### src/rtl/vtiming_ctrl.sv
// Vertical timing sequencer: counts scanlines on hreset and produces vcnt,
// vreset, blank/sync strobes and a frame counter, all registered in mclk.
module vtiming_ctrl #(
  parameter int unsigned V_TOTAL     = 262,
  parameter int unsigned VSYNC_START = 4,
  parameter int unsigned VSYNC_END   = 8,
  parameter int unsigned VBLANK_END  = 16
) (
  input  logic       mclk,
  input  logic       reset,
  input  logic       hreset,
  output logic [8:0] vcnt,
  output logic       vreset,
  output logic       vblank,
  output logic       _vblank,
  output logic       _vsync,
  output logic       frame_strb,
  output logic [7:0] frame_cnt
);

  localparam int unsigned CNT_W  = 9;
  localparam int unsigned FCNT_W = 8;

  localparam logic [CNT_W-1:0] LINE_LAST   = CNT_W'(V_TOTAL - 1);
  localparam logic [CNT_W-1:0] LINE_VS_ON  = CNT_W'(VSYNC_START);
  localparam logic [CNT_W-1:0] LINE_VS_OFF = CNT_W'(VSYNC_END);
  localparam logic [CNT_W-1:0] LINE_VB_OFF = CNT_W'(VBLANK_END);
  localparam bit               SKIP_POST   = (VSYNC_END == VBLANK_END);

  if (!(VSYNC_START > 0 && VSYNC_START < VSYNC_END && VSYNC_END <= VBLANK_END &&
        VBLANK_END < V_TOTAL && V_TOTAL <= 511)) begin : g_param_check
    $error("vtiming_ctrl: illegal vertical timing parameters");
  end

  typedef enum logic [1:0] {
    ST_BLANK  = 2'd0,
    ST_SYNC   = 2'd1,
    ST_POST   = 2'd2,
    ST_ACTIVE = 2'd3
  } state_e;

  state_e              state_q, state_d;
  logic [CNT_W-1:0]    vcnt_q, vcnt_d;
  logic                vreset_q, vreset_d;
  logic                vblank_q, vblank_d;
  logic                vblank_n_q, vblank_n_d;
  logic                vsync_n_q, vsync_n_d;
  logic                strb_q, strb_d;
  logic [FCNT_W-1:0]   fcnt_q, fcnt_d;
  logic                line_wrap;

  // Line counter; any count at or past the last line wraps, covering corrupt values.
  always_comb begin
    line_wrap = hreset && (vcnt_q >= LINE_LAST);
    vcnt_d    = vcnt_q;
    if (hreset) begin
      vcnt_d = line_wrap ? '0 : vcnt_q + CNT_W'(1);
    end
  end

  // Sequencing FSM and output decode, both taken from the next-state count so
  // every output moves on the same edge as vcnt.
  always_comb begin
    state_d    = state_q;
    vreset_d   = 1'b0;
    vblank_d   = 1'b1;
    vblank_n_d = 1'b0;
    vsync_n_d  = 1'b1;
    strb_d     = 1'b0;
    fcnt_d     = fcnt_q;

    if (hreset) begin
      if (line_wrap) begin
        state_d = ST_BLANK;
      end else begin
        unique case (state_q)
          ST_BLANK: if (vcnt_d == LINE_VS_ON)  state_d = ST_SYNC;
          ST_SYNC:  if (vcnt_d == LINE_VS_OFF) state_d = SKIP_POST ? ST_ACTIVE : ST_POST;
          ST_POST:  if (vcnt_d == LINE_VB_OFF) state_d = ST_ACTIVE;
          default:  state_d = state_q;
        endcase
      end
    end

    vreset_d   = (vcnt_d == LINE_LAST);
    vblank_d   = (state_d != ST_ACTIVE);
    vblank_n_d = (state_d == ST_ACTIVE);
    vsync_n_d  = (state_d != ST_SYNC);
    strb_d     = line_wrap;
    if (line_wrap) begin
      fcnt_d = fcnt_q + FCNT_W'(1);
    end
  end

  always_ff @(posedge mclk or posedge reset) begin
    if (reset) begin
      state_q    <= ST_BLANK;
      vcnt_q     <= '0;
      vreset_q   <= 1'b0;
      vblank_q   <= 1'b1;
      vblank_n_q <= 1'b0;
      vsync_n_q  <= 1'b1;
      strb_q     <= 1'b0;
      fcnt_q     <= '0;
    end else begin
      state_q    <= state_d;
      vcnt_q     <= vcnt_d;
      vreset_q   <= vreset_d;
      vblank_q   <= vblank_d;
      vblank_n_q <= vblank_n_d;
      vsync_n_q  <= vsync_n_d;
      strb_q     <= strb_d;
      fcnt_q     <= fcnt_d;
    end
  end

  assign vcnt       = vcnt_q;
  assign vreset     = vreset_q;
  assign vblank     = vblank_q;
  assign _vblank    = vblank_n_q;
  assign _vsync     = vsync_n_q;
  assign frame_strb = strb_q;
  assign frame_cnt  = fcnt_q;

endmodule

### config.mk
export PLATFORM = sky130hd
export DESIGN_NAME = vtiming_ctrl
export DESIGN_NICKNAME = d
export VERILOG_FILES = /design/src/rtl/vtiming_ctrl.sv
export SDC_FILE = /design/constraint.sdc
export NUM_CORES = 1
export LEC_CHECK = 0
export BUFFER_PORTS_ARGS = -buffer_cell sky130_fd_sc_hd__buf_4
export CAP_MARGIN = 20
export CORE_MARGIN = 4
export CORE_UTILIZATION = 50
export CTS_CLUSTER_DIAMETER = 150
export DETAILED_ROUTE_END_ITERATION = 10
export PLACE_DENSITY = 0.73
export SYNTH_ARGS = -nofsm -noshare
export SYNTH_HDL_FRONTEND = slang
export SYNTH_SLANG_ARGS = --single-unit
### constraint.sdc
create_clock -name mclk -period 5.5 [get_ports mclk]
set_clock_uncertainty 0.2 [all_clocks]
set_input_delay 0.825 -clock mclk [delete_from_list [all_inputs] [get_ports mclk]]
set_output_delay 0.825 -clock mclk [all_outputs]
set_load 0.01 [all_outputs]
==> run summary, run 1 <==
htree depth = 1
CP required = 5.54 ns
initial antenna violation count = 0
full die area = 3572 um2
routed len/inst = 14.43 um
final worst-path setup slack = 2.673 ns
delay-heaviest family, CP = simple AND/OR/NAND/NOR gates
area leader, netlist = dfrtp_1
row count = 18
total nets after synthesis = 142
share of cells above drive strength 1 = 0.2288
static leakage = 0.0007323 uW
GR Overflow Total = 0
YS warnings = 0
Clk Latency, worst-skew pair = 0.31 ns
P per Cell Area = 385.3 nW/um2
first-pass detailed-route iteration total = 4
crit path DAT = 2.87 ns
Crit Path Max Fanout = 11
Slew HR = 0.4291
DRT iter0 DRCs = 34
CP Cell Sequence = ha_1 > nand2_1 > nor4_1 > nor3_1 > o41ai_2 > or3b_1
Netlist cell types = 45
Max Clk Rate = 353.7 MHz
pre-CTS setup slack = 2.606 ns
synthesized flop and latch total = 24
hold_buf cts = 0
R2R depth = 6
top cell type's share of synthesized area = 0.4108
CTS resizes = 0
drt via density = 5.760
Placed Instances = 179
prevailing post-synth register cell = dfrtp_1
Pwr Total = 594.9 uW
most common cell after layout, fill and taps aside = buf_4
RSZ-0062 raised after global routing = false
DP HPWL = 1.915 mm
MaxCap Viol Count = 0
CTS Buffer Depth = 2
hold depth = 1
asr flop ratio synth = 1.000
# DRC = 0
antenna fix cells = 0
Root Driver = clkbuf_4
biggest cell delay along the critical path = 0.58 ns
Worst Hold Class = flop to flop
startpoint types = flop
Util after Layout = 0.6121
setup_tns = 0 ns
I/O Pins = 25
first-pass GRT wire length = 4.629 mm
register-to-register setup slack = 2.67 ns
Worst Setup End Kind = flop
core area = 2522 um2
vias in the first global route = 1006
GP Congestion = 0.8927
effective utilization at floorplan = 0.5312
fin crit period = 2.827 ns
via count = 1054
post-synthesis instance total = 136
outcome = finished, final reports clean
Total GRT Usage = 0.1650
clock transition at the registers of the reported paths = 0.12 ns
Tightest Pin Transition = 0.8554 ns
chip width = 59.77 um
Final setup viols = 0
number of synthesized flops with an enable pin = 0
max-slew violation count = 0
final hold viol count = 0
synthesized cell area = 1340 um2
syn avg cell area = 9.853 um2
number of buffers added on ports = 24
WP depth = 6
kind of critical path = flop to flop
register area share after synthesis = 0.4500
crit path buf inv count = 0
CTS tree = built
top cells by area, synth = dfrtp_1, xnor2_1, xor2_1, dfstp_2, nand2_1
area grow syn2layout = 15.22%
final cell count without fillers = 183
Routed Antenna Nets = 0
commonest non-fill, non-tap cells in the layout = buf_4, dfrtp_1, nand2_1
die height = 59.77 um
Nets = 160
VDD IR max = 0.0003391 V
CP max stage cell = dfrtp_1
Post-CTS Setup Bufs = 0
# clock sinks = 24
total detailed-routing wirelength = 2.641 mm
final period utilization = 0.5140
largest net degree at the start of global routing = 25
CTS buffer count = 3
==> per-stage QoR <==
stage                     hold slack [ns]  area [um2]
final                              0.2813        1544
after global routing               0.3030        1544
after CTS                          0.2884        1544
after detailed placement           0.2707        1508
after global placement             0.2613        1508
after floorplan                    0.2899        1340
==> synthesized netlist by cell type (4+ instances only) <==
cell type  count
and3_1         6
nor2_1         8
clkbuf_1       8
dfrtp_1       22
nor3_1         4
xor2_1         7
nand2b_1       4
nand3_1        5
nand4_1        5
xnor2_1        8
a21oi_1        5
nand2_1       11
==> worst reg2reg max path: cells and delay by family, from the launching register on <==
kind / cells / cell delay (ns)
simple gates: 4 / 1.08
compound gates: 1 / 0.46
fa+ha+maj: 1 / 0.44
flops: 1 / 0.58
==> area by class of cell <==
class / instances / area (um2)
Fill cell: 227 / 978.4
Multi-Input combinational cell: 99 / 679.4
Sequential cell: 24 / 603.1
Timing Repair Buffer: 24 / 180.2
Tap cell: 30 / 37.54
Clock buffer: 4 / 36.28
Inverter: 2 / 7.507
==> kinds of logic after synthesis <==
logic type / share of synthesized area
fa+ha+maj: 0.02801
flops: 0.4500
buf+inv: 0.04295
compound gates: 0.1298
simple gates: 0.2353
xor+xnor: 0.09804
mux: 0.01587
==> power breakdown <==
part | internal, uW | leakage, uW | switching, uW | total (uW)
clock | 40.4 | 0.0000210 | 48.3 | 88.8
combinational | 112 | 0.000398 | 102 | 213
sequential | 216 | 0.000313 | 76.9 | 293
total | 368 | 0.000732 | 227 | 595
==> metal layers <==
metal | global-route usage | vias up | part of all wire
met4 | 0.01582 | 0 | 0
met2 | 0.2515 | 35 | 0.48
li1 | - | 524 | -
met1 | 0.2411 | 495 | 0.46
met3 | 0.04752 | 0 | 0.062
met5 | 0 | - | 0
==> sequential cells by signal (all words and copies together) (netlist names) <==
register    cells
frame_cnt       8
vcnt            9
_vsync          1
state_q         2
frame_strb      1
_vblank         1
vreset          1
vblank          1
==> worst paths after layout <==
| kind | from | to |
|---|---|---|
| max | vcnt[0] | _vsync |
| min | frame_cnt[7] | frame_cnt[7] |
| max reg2reg | vcnt[0] | _vsync |
| min reg2reg | frame_cnt[7] | frame_cnt[7] |
| max in group asynchronous | reset | frame_cnt[5] |
| min in group asynchronous | reset | frame_cnt[3] |
Power figures use the tool's default switching activity.
==> run 2: changes to the inputs <==
- ABC_AREA: default -> 1
- CORE_UTILIZATION: 50 -> 48
- PLACE_DENSITY: 0.73 -> 0.74
- clock period: 5.5 -> 2.47 ns (I/O delays scaled with it)
==> run summary, run 2 <==
outcome = finished, final reports clean
Post-synth top cells = nand2_1, inv_1, dfrtp_1
most common cell after layout, fill and taps aside = nand2_1
Max Clk Rate = 460.4 MHz (+30%)
biggest cell delay along the critical path = 0.46 ns (-0.12 ns)
CTS tree = built
final period utilization = 0.8793 (+0.3653)
Routed Antenna Nets = 0 (unchanged)
share of cells above drive strength 1 = 0.2320 (+0.003201)
first-pass detailed-route iteration total = 4 (unchanged)
most frequent cell after synthesis = nand2_1
Clk Latency, worst-skew pair = 0.32 ns (about the same)
static leakage = 0.0008715 uW (+19%)
Tightest Pin Transition = 0.3150 ns (-0.5405 ns)
# DRC = 0 (unchanged)
chip width = 60.09 um (+0.54%)
RSZ-0062 raised after global routing = false
CTS buffer count = 3 (unchanged)
Global Route met2 Usage = 0.3179 (+0.06636)
GP Congestion = 0.7977 (-11%)
I/O Pins = 25 (unchanged)
vias in the first global route = 1092 (+8.5%)
Util after Layout = 0.6171 (+0.004960)
syn avg cell area = 7.894 um2 (-20%)
post-synthesis instance total = 165 (+21%)
DP HPWL = 2.149 mm (+12%)
area leader, netlist = dfrtp_1
fin crit period = 2.172 ns (-0.6551 ns)
via count = 1090 (+3.4%)
# clock sinks = 24 (unchanged)
antenna fix cells = 0 (unchanged)
Netlist cell types = 19 (-58%)
total nets after synthesis = 171 (+20%)
effective utilization at floorplan = 0.5164 (-0.01488)
number of buffers added on ports = 24 (unchanged)
max reg flops = 9 (unchanged)
prevailing post-synth register cell = dfrtp_1
routed len/inst = 12.65 um (-12%)
core area = 2522 um2 (unchanged)
setup_tns = 0 ns (unchanged)
YS warnings = 0 (unchanged)
max-slew violation count = 0 (unchanged)
register area share after synthesis = 0.4630 (+0.01297)
area grow syn2layout = 19.50%
full die area = 3611 um2 (+1.1%)
Total GRT Usage = 0.1796 (+0.01460)
GR Overflow Total = 0 (unchanged)
cell mode on critical path = nand2_1
first-pass GRT wire length = 4.774 mm (+3.1%)
top cell type's share of synthesized area = 0.4227 (+0.01184)
kind of critical path = flop to flop
CTS Buffer Depth = 2 (unchanged)
P per Cell Area = 925.1 nW/um2 (+140%)
row count = 18 (unchanged)
CP max stage cell = dfrtp_1
startpoint types = flop
Slew HR = 0.7893 (+0.3602)
gr busiest metal = met2
MaxCap Viol Count = 0 (unchanged)
met3 usage = 0.02808 (-0.01944)
Worst Setup End Kind = flop
crit path DAT = 2.19 ns (-0.68 ns)
routing usage on met1 = 0.2212 (-0.01998)
final worst-path setup slack = 0.2980 ns (-2.375 ns)
largest net degree at the start of global routing = 25 (unchanged)
total detailed-routing wirelength = 2.834 mm (+7.3%)
Crit Path Max Fanout = 10 (-1)
footprint of the multi-input gates = 564.3 um2 (-17%)
crit path buf inv count = 2 (+2)
DRT iter0 DRCs = 59 (+74%)
commonest non-fill, non-tap cells in the layout = nand2_1, inv_1, buf_4
Worst Hold Class = primary input to flop
Nets = 201 (+26%)
clock transition at the registers of the reported paths = 0.12 ns (about the same)
Root Driver = clkbuf_4
Final setup viols = 0 (unchanged)
drt via density = 4.866 (-16%)
CP Cell Sequence = inv_1 > ha_1 > inv_1 > nand2_1 > nand2_1 > nand2_1 > nand3_2 > nand2_1 > nand2_1 > nor2_2 > nand3_2 > nor2_2 > nor2_2 > nand2_2 > nor2_2
initial antenna violation count = 0 (unchanged)
die height = 60.09 um (+0.54%)
VDD IR max = 0.0005604 V (+65%)
number of synthesized flops with an enable pin = 0 (unchanged)
asr flop ratio synth = 1.000 (unchanged)
synthesized flop and latch total = 24 (unchanged)
register area = 603.1 um2 (unchanged)
CTS resizes = 0 (unchanged)
pre-CTS setup slack = 0.3061 ns (-2.300 ns)
CP required = 2.49 ns (-3.05 ns)
final hold viol count = 0 (unchanged)
top cells by area, synth = dfrtp_1, nand2_1, inv_1, nand3_1, xor2_1
synthesized cell area = 1302 um2 (-2.8%)
delay-heaviest family, CP = simple AND/OR/NAND/NOR gates
htree depth = 1 (unchanged)
Filler cells = 225 (-0.88%)
run 2: cell count changes after synthesis, moves of 6 or more:
cell      change
inv_1        +31
nand2_1      +28
nand3_1      +10
clkbuf_1      -8
nor2_2        +7
and3_1        -6
nor2_1        +6
run 2: layout make-up:
type,count,area share
Clock buffer,4,0.01688
Timing Repair Buffer,26,0.1270
Tap cell,30,0.02412
Inverter,34,0.08199
Sequential cell,24,0.3875
Multi-Input combinational cell,106,0.3625
run 2: cell families after synthesis:
logic type | Yosys count | share of synthesized area
xor gates and xnor gates | 11 | 0.07397
AOI/OAI and AO/OA | 2 | 0.007685
buffers and inverters | 35 | 0.1037
adders and majority gates | 3 | 0.02882
DFF | 24 | 0.4630
and+or+nand+nor | 90 | 0.3228
run 2: final timing paths:
path / to / startpoint / slack [ns] / depth (start not counted)
worst max-delay path: _vblank / vcnt[1] / 0.30 / 15
worst min-delay path: vcnt[1] / hreset / 0.25 / 3
worst max register to register: _vblank / vcnt[1] / 0.30 / 15
worst min register to register: frame_cnt[7] / frame_cnt[7] / 0.29 / 1
max in group asynchronous: vblank / reset / 1.33 / 4
min in group asynchronous: frame_cnt[5] / reset / 0.44 / 4
run 2: repair_timing:
action	in CTS	in global routing
hold buffers	1	0
hold endpoints to repair	22	0
setup endpoints to repair	0	0
setup buffers	0	0
run 2: report_power, final:
group	internal (uW)	switching, uW
Clock	63.2	120
Combinational	261	369
Sequential	502	125
Total	826	614
run 2: routing by layer:
metal  vias to the layer above  wire [um]  share of wire
met5                         -          0              0
met4                         0         53          0.019
met3                         9        138          0.049
met2                        39       1439           0.51
met1                       488       1202           0.42
li1                        554          -              -
run 2: per-stage QoR:
stage | total power, uW | hold slack [ns] | cells | cell area (um2)
3_5_place_dp | 1262 | 0.2493 | 219 | 1520
2_1_floorplan | 1024 | 0.1836 | 165 | 1303
6_report | 1440 | 0.2529 | 224 | 1556
3_3_place_gp | 1243 | 0.2336 | 219 | 1520
5_1_grt | 1565 | 0.2480 | 224 | 1556
4_1_cts | 1448 | 0.2328 | 224 | 1556
run 2: tightest hold or removal path: stages:
cell	delay [ns]
buf_4	0.16
nand3_1	0.09
nand2_1	0.10
==> run 3: changes to the inputs <==
==> constraint.sdc (replaced) <==
create_clock -name mclk -period 2.47 [get_ports mclk]
set_clock_uncertainty 0.2 [all_clocks]
set_input_delay 0.1235 -clock mclk [delete_from_list [all_inputs] [get_ports mclk]]
set_output_delay 0.1235 -clock mclk [all_outputs]
set_load 0.01 [all_outputs]
==> run summary, run 3 (synthesis gave the netlist of run 2 again) <==
outcome = finished, final reports clean
GR Overflow Total = 0 (unchanged)
clock transition at the registers of the reported paths = 0.14 ns (+0.02 ns)
DP HPWL = 2.151 mm (+0.12%)
first-pass detailed-route iteration total = 5 (+1)
kind of critical path = flop to flop
Worst Setup EP = _vblank
hold_buf cts = 2 (+1)
Crit Path Max Fanout = 10 (unchanged)
Routed Antenna Nets = 0 (unchanged)
initial antenna violation count = 0 (unchanged)
P per Cell Area = 974.6 nW/um2 (+5.4%)
combinational power share = 0.407 (-0.030)
die height = 60.09 um (unchanged)
core area = 2522 um2 (unchanged)
row count = 18 (unchanged)
via count = 1119 (+2.7%)
fin area = 1585 um2 (+1.8%)
RSZ-0062 raised after global routing = false
Psw = 618.1 uW (+0.69%)
Root Driver = clkbuf_4
antenna fix cells = 0 (unchanged)
htree depth = 1 (unchanged)
effective utilization at floorplan = 0.5164 (unchanged)
CTS resizes = 0 (unchanged)
largest net degree at the start of global routing = 25 (unchanged)
CP max stage cell = dfrtp_1
Net Sw Frac = 0.4000 (-0.02628)
Final setup viols = 0 (unchanged)
Fin Hold WS = 0.2945 ns (+0.04166 ns)
CP required = 2.55 ns (+0.06 ns)
biggest cell delay along the critical path = 0.46 ns (about the same)
clock power share = 0.187 (+0.060)
final period utilization = 0.8795 (about the same)
crit path DAT = 2.25 ns (+0.06 ns)
# DRC = 0 (unchanged)
vias in the first global route = 1100 (+0.73%)
# clock sinks = 24 (unchanged)
drt via density = 4.996 (+2.7%)
internal power component = 927.0 uW (+12%)
register-to-register setup slack = 0.30 ns (about the same)
Filler cells = 234 (+4.0%)
CP Cell Sequence = inv_1 > ha_1 > inv_1 > nand2_1 > nand2_1 > nand2_1 > nand3_2 > nand2_1 > nand3_1 > nor2_1 > nand3_1 > nand2_2 > nand2_2 > nor2_2
routed len/inst = 12.63 um (-0.14%)
most common cell after layout, fill and taps aside = nand2_1
top sig layer = met4
total detailed-routing wirelength = 2.830 mm (-0.14%)
cell mode on critical path = nand2_1
static leakage = 0.0008838 uW (+1.4%)
CTS tree = built
met2 WL = 1.465 mm (+1.8%)
VDD IR max = 0.0006980 V (+25%)
full die area = 3611 um2 (unchanged)
DRT iter0 DRCs = 67 (+14%)
r2r endpoint = _vblank
GP Congestion = 0.7977 (unchanged)
commonest non-fill, non-tap cells in the layout = nand2_1, inv_1, buf_4
max reg flops = 9 (unchanged)
sequential power share = 0.406 (-0.029)
chip width = 60.09 um (unchanged)
Max Clk Rate = 460.3 MHz (about the same)
Slew HR = 0.4019 (-0.3874)
Metal-1 WL = 1.214 mm (+1.0%)
Nets = 201 (unchanged)
WL met3 = 116 um (-16%)
first-pass GRT wire length = 4.767 mm (-0.15%)
CTS buffer count = 3 (unchanged)
final hold viol count = 0 (unchanged)
MaxCap Viol Count = 0 (unchanged)
Worst Hold Class = flop to flop
setup_tns = 0 ns (unchanged)
Post-CTS Setup Bufs = 0 (unchanged)
Clk Latency, worst-skew pair = 0.32 ns (about the same)
RR Startpoint = vcnt[1]
I/O Pins = 25 (unchanged)
Critical path origin = vcnt[1]
max-slew violation count = 0 (unchanged)
Util after Layout = 0.6285 (+0.01141)
placed cell areas = 1513 um2 (-0.49%)
startpoint types = flop
CTS Buffer Depth = 2 (unchanged)
area grow syn2layout = 21.71%
Tightest Pin Transition = 0.8962 ns (+0.5812 ns)
Worst Setup End Kind = flop
number of buffers added on ports = 24 (unchanged)
share of cells above drive strength 1 = 0.2320 (unchanged)
Total GRT Usage = 0.1790 (-0.0006098)
fin crit period = 2.172 ns (+0.0005090 ns)
R2R depth = 14 (-1)
run 3: cell count changes in the layout (fill, tap and decap cells not counted), sizes merged:
cell,before,now
bufinv,0,1
clkbuf,4,3
dlygate4sd3,1,2
buf,25,24
run 3: how the worst min path moves through the flow:
stage / start / end / slack [ns] / cells past startpoint
4_1_cts: frame_cnt[7] / frame_cnt[7] / 0.30 / 1
3_5_place_dp: reset / frame_cnt[7] / 0.20 / 2
2_1_floorplan: reset / _vblank / -0.06 / 1
5_1_grt: frame_cnt[7] / frame_cnt[7] / 0.32 / 1
3_3_place_gp: reset / frame_cnt[7] / 0.15 / 2
6_report: frame_cnt[7] / frame_cnt[7] / 0.29 / 1
run 3: layout make-up:
class	count	area (um2)	area share
Tap cell	30	37.54	0.02368
Multi-Input combinational cell	106	564.3	0.3560
Clock buffer	3	22.52	0.01421
Inverter	34	127.6	0.08050
Timing Repair Buffer	26	200.2	0.1263
Sequential cell	24	603.1	0.3804
Clock inverter	1	30.03	0.01894
run 3: power groups by stage:
stage,clock [uW],combinational [uW],sequential (uW)
2_1_floorplan,0,373,650
3_3_place_gp,0,620,622
3_5_place_dp,0,628,634
4_1_cts,296,636,626
5_1_grt,313,713,643
6_report,290,629,627
run 3: through the flow:
| stage | instances | total power [uW] | setup slack [ns] |
|---|---|---|---|
| 2_1_floorplan | 165 | 1024 | 0.5014 |
| 6_report | 224 | 1545 | 0.2975 |
| 3_3_place_gp | 218 | 1242 | 0.4229 |
| 5_1_grt | 224 | 1668 | 0.09477 |
| 3_5_place_dp | 218 | 1261 | 0.3130 |
| 4_1_cts | 224 | 1558 | 0.2887 |
run 3: routing by layer:
layer	vias up	track usage
li1	555	-
met2	30	0.3225
met1	530	0.2111
met4	0	0.07595
met5	-	0
met3	4	0.02160
run 3: critical path: cells and delay by family, from the launching register on:
kind	cells	cell delay, ns
AND/OR/NAND/NOR	11	1.18
adder cells (fa/ha/maj)	1	0.14
buffers and inverters	2	0.14
flip-flops	1	0.46
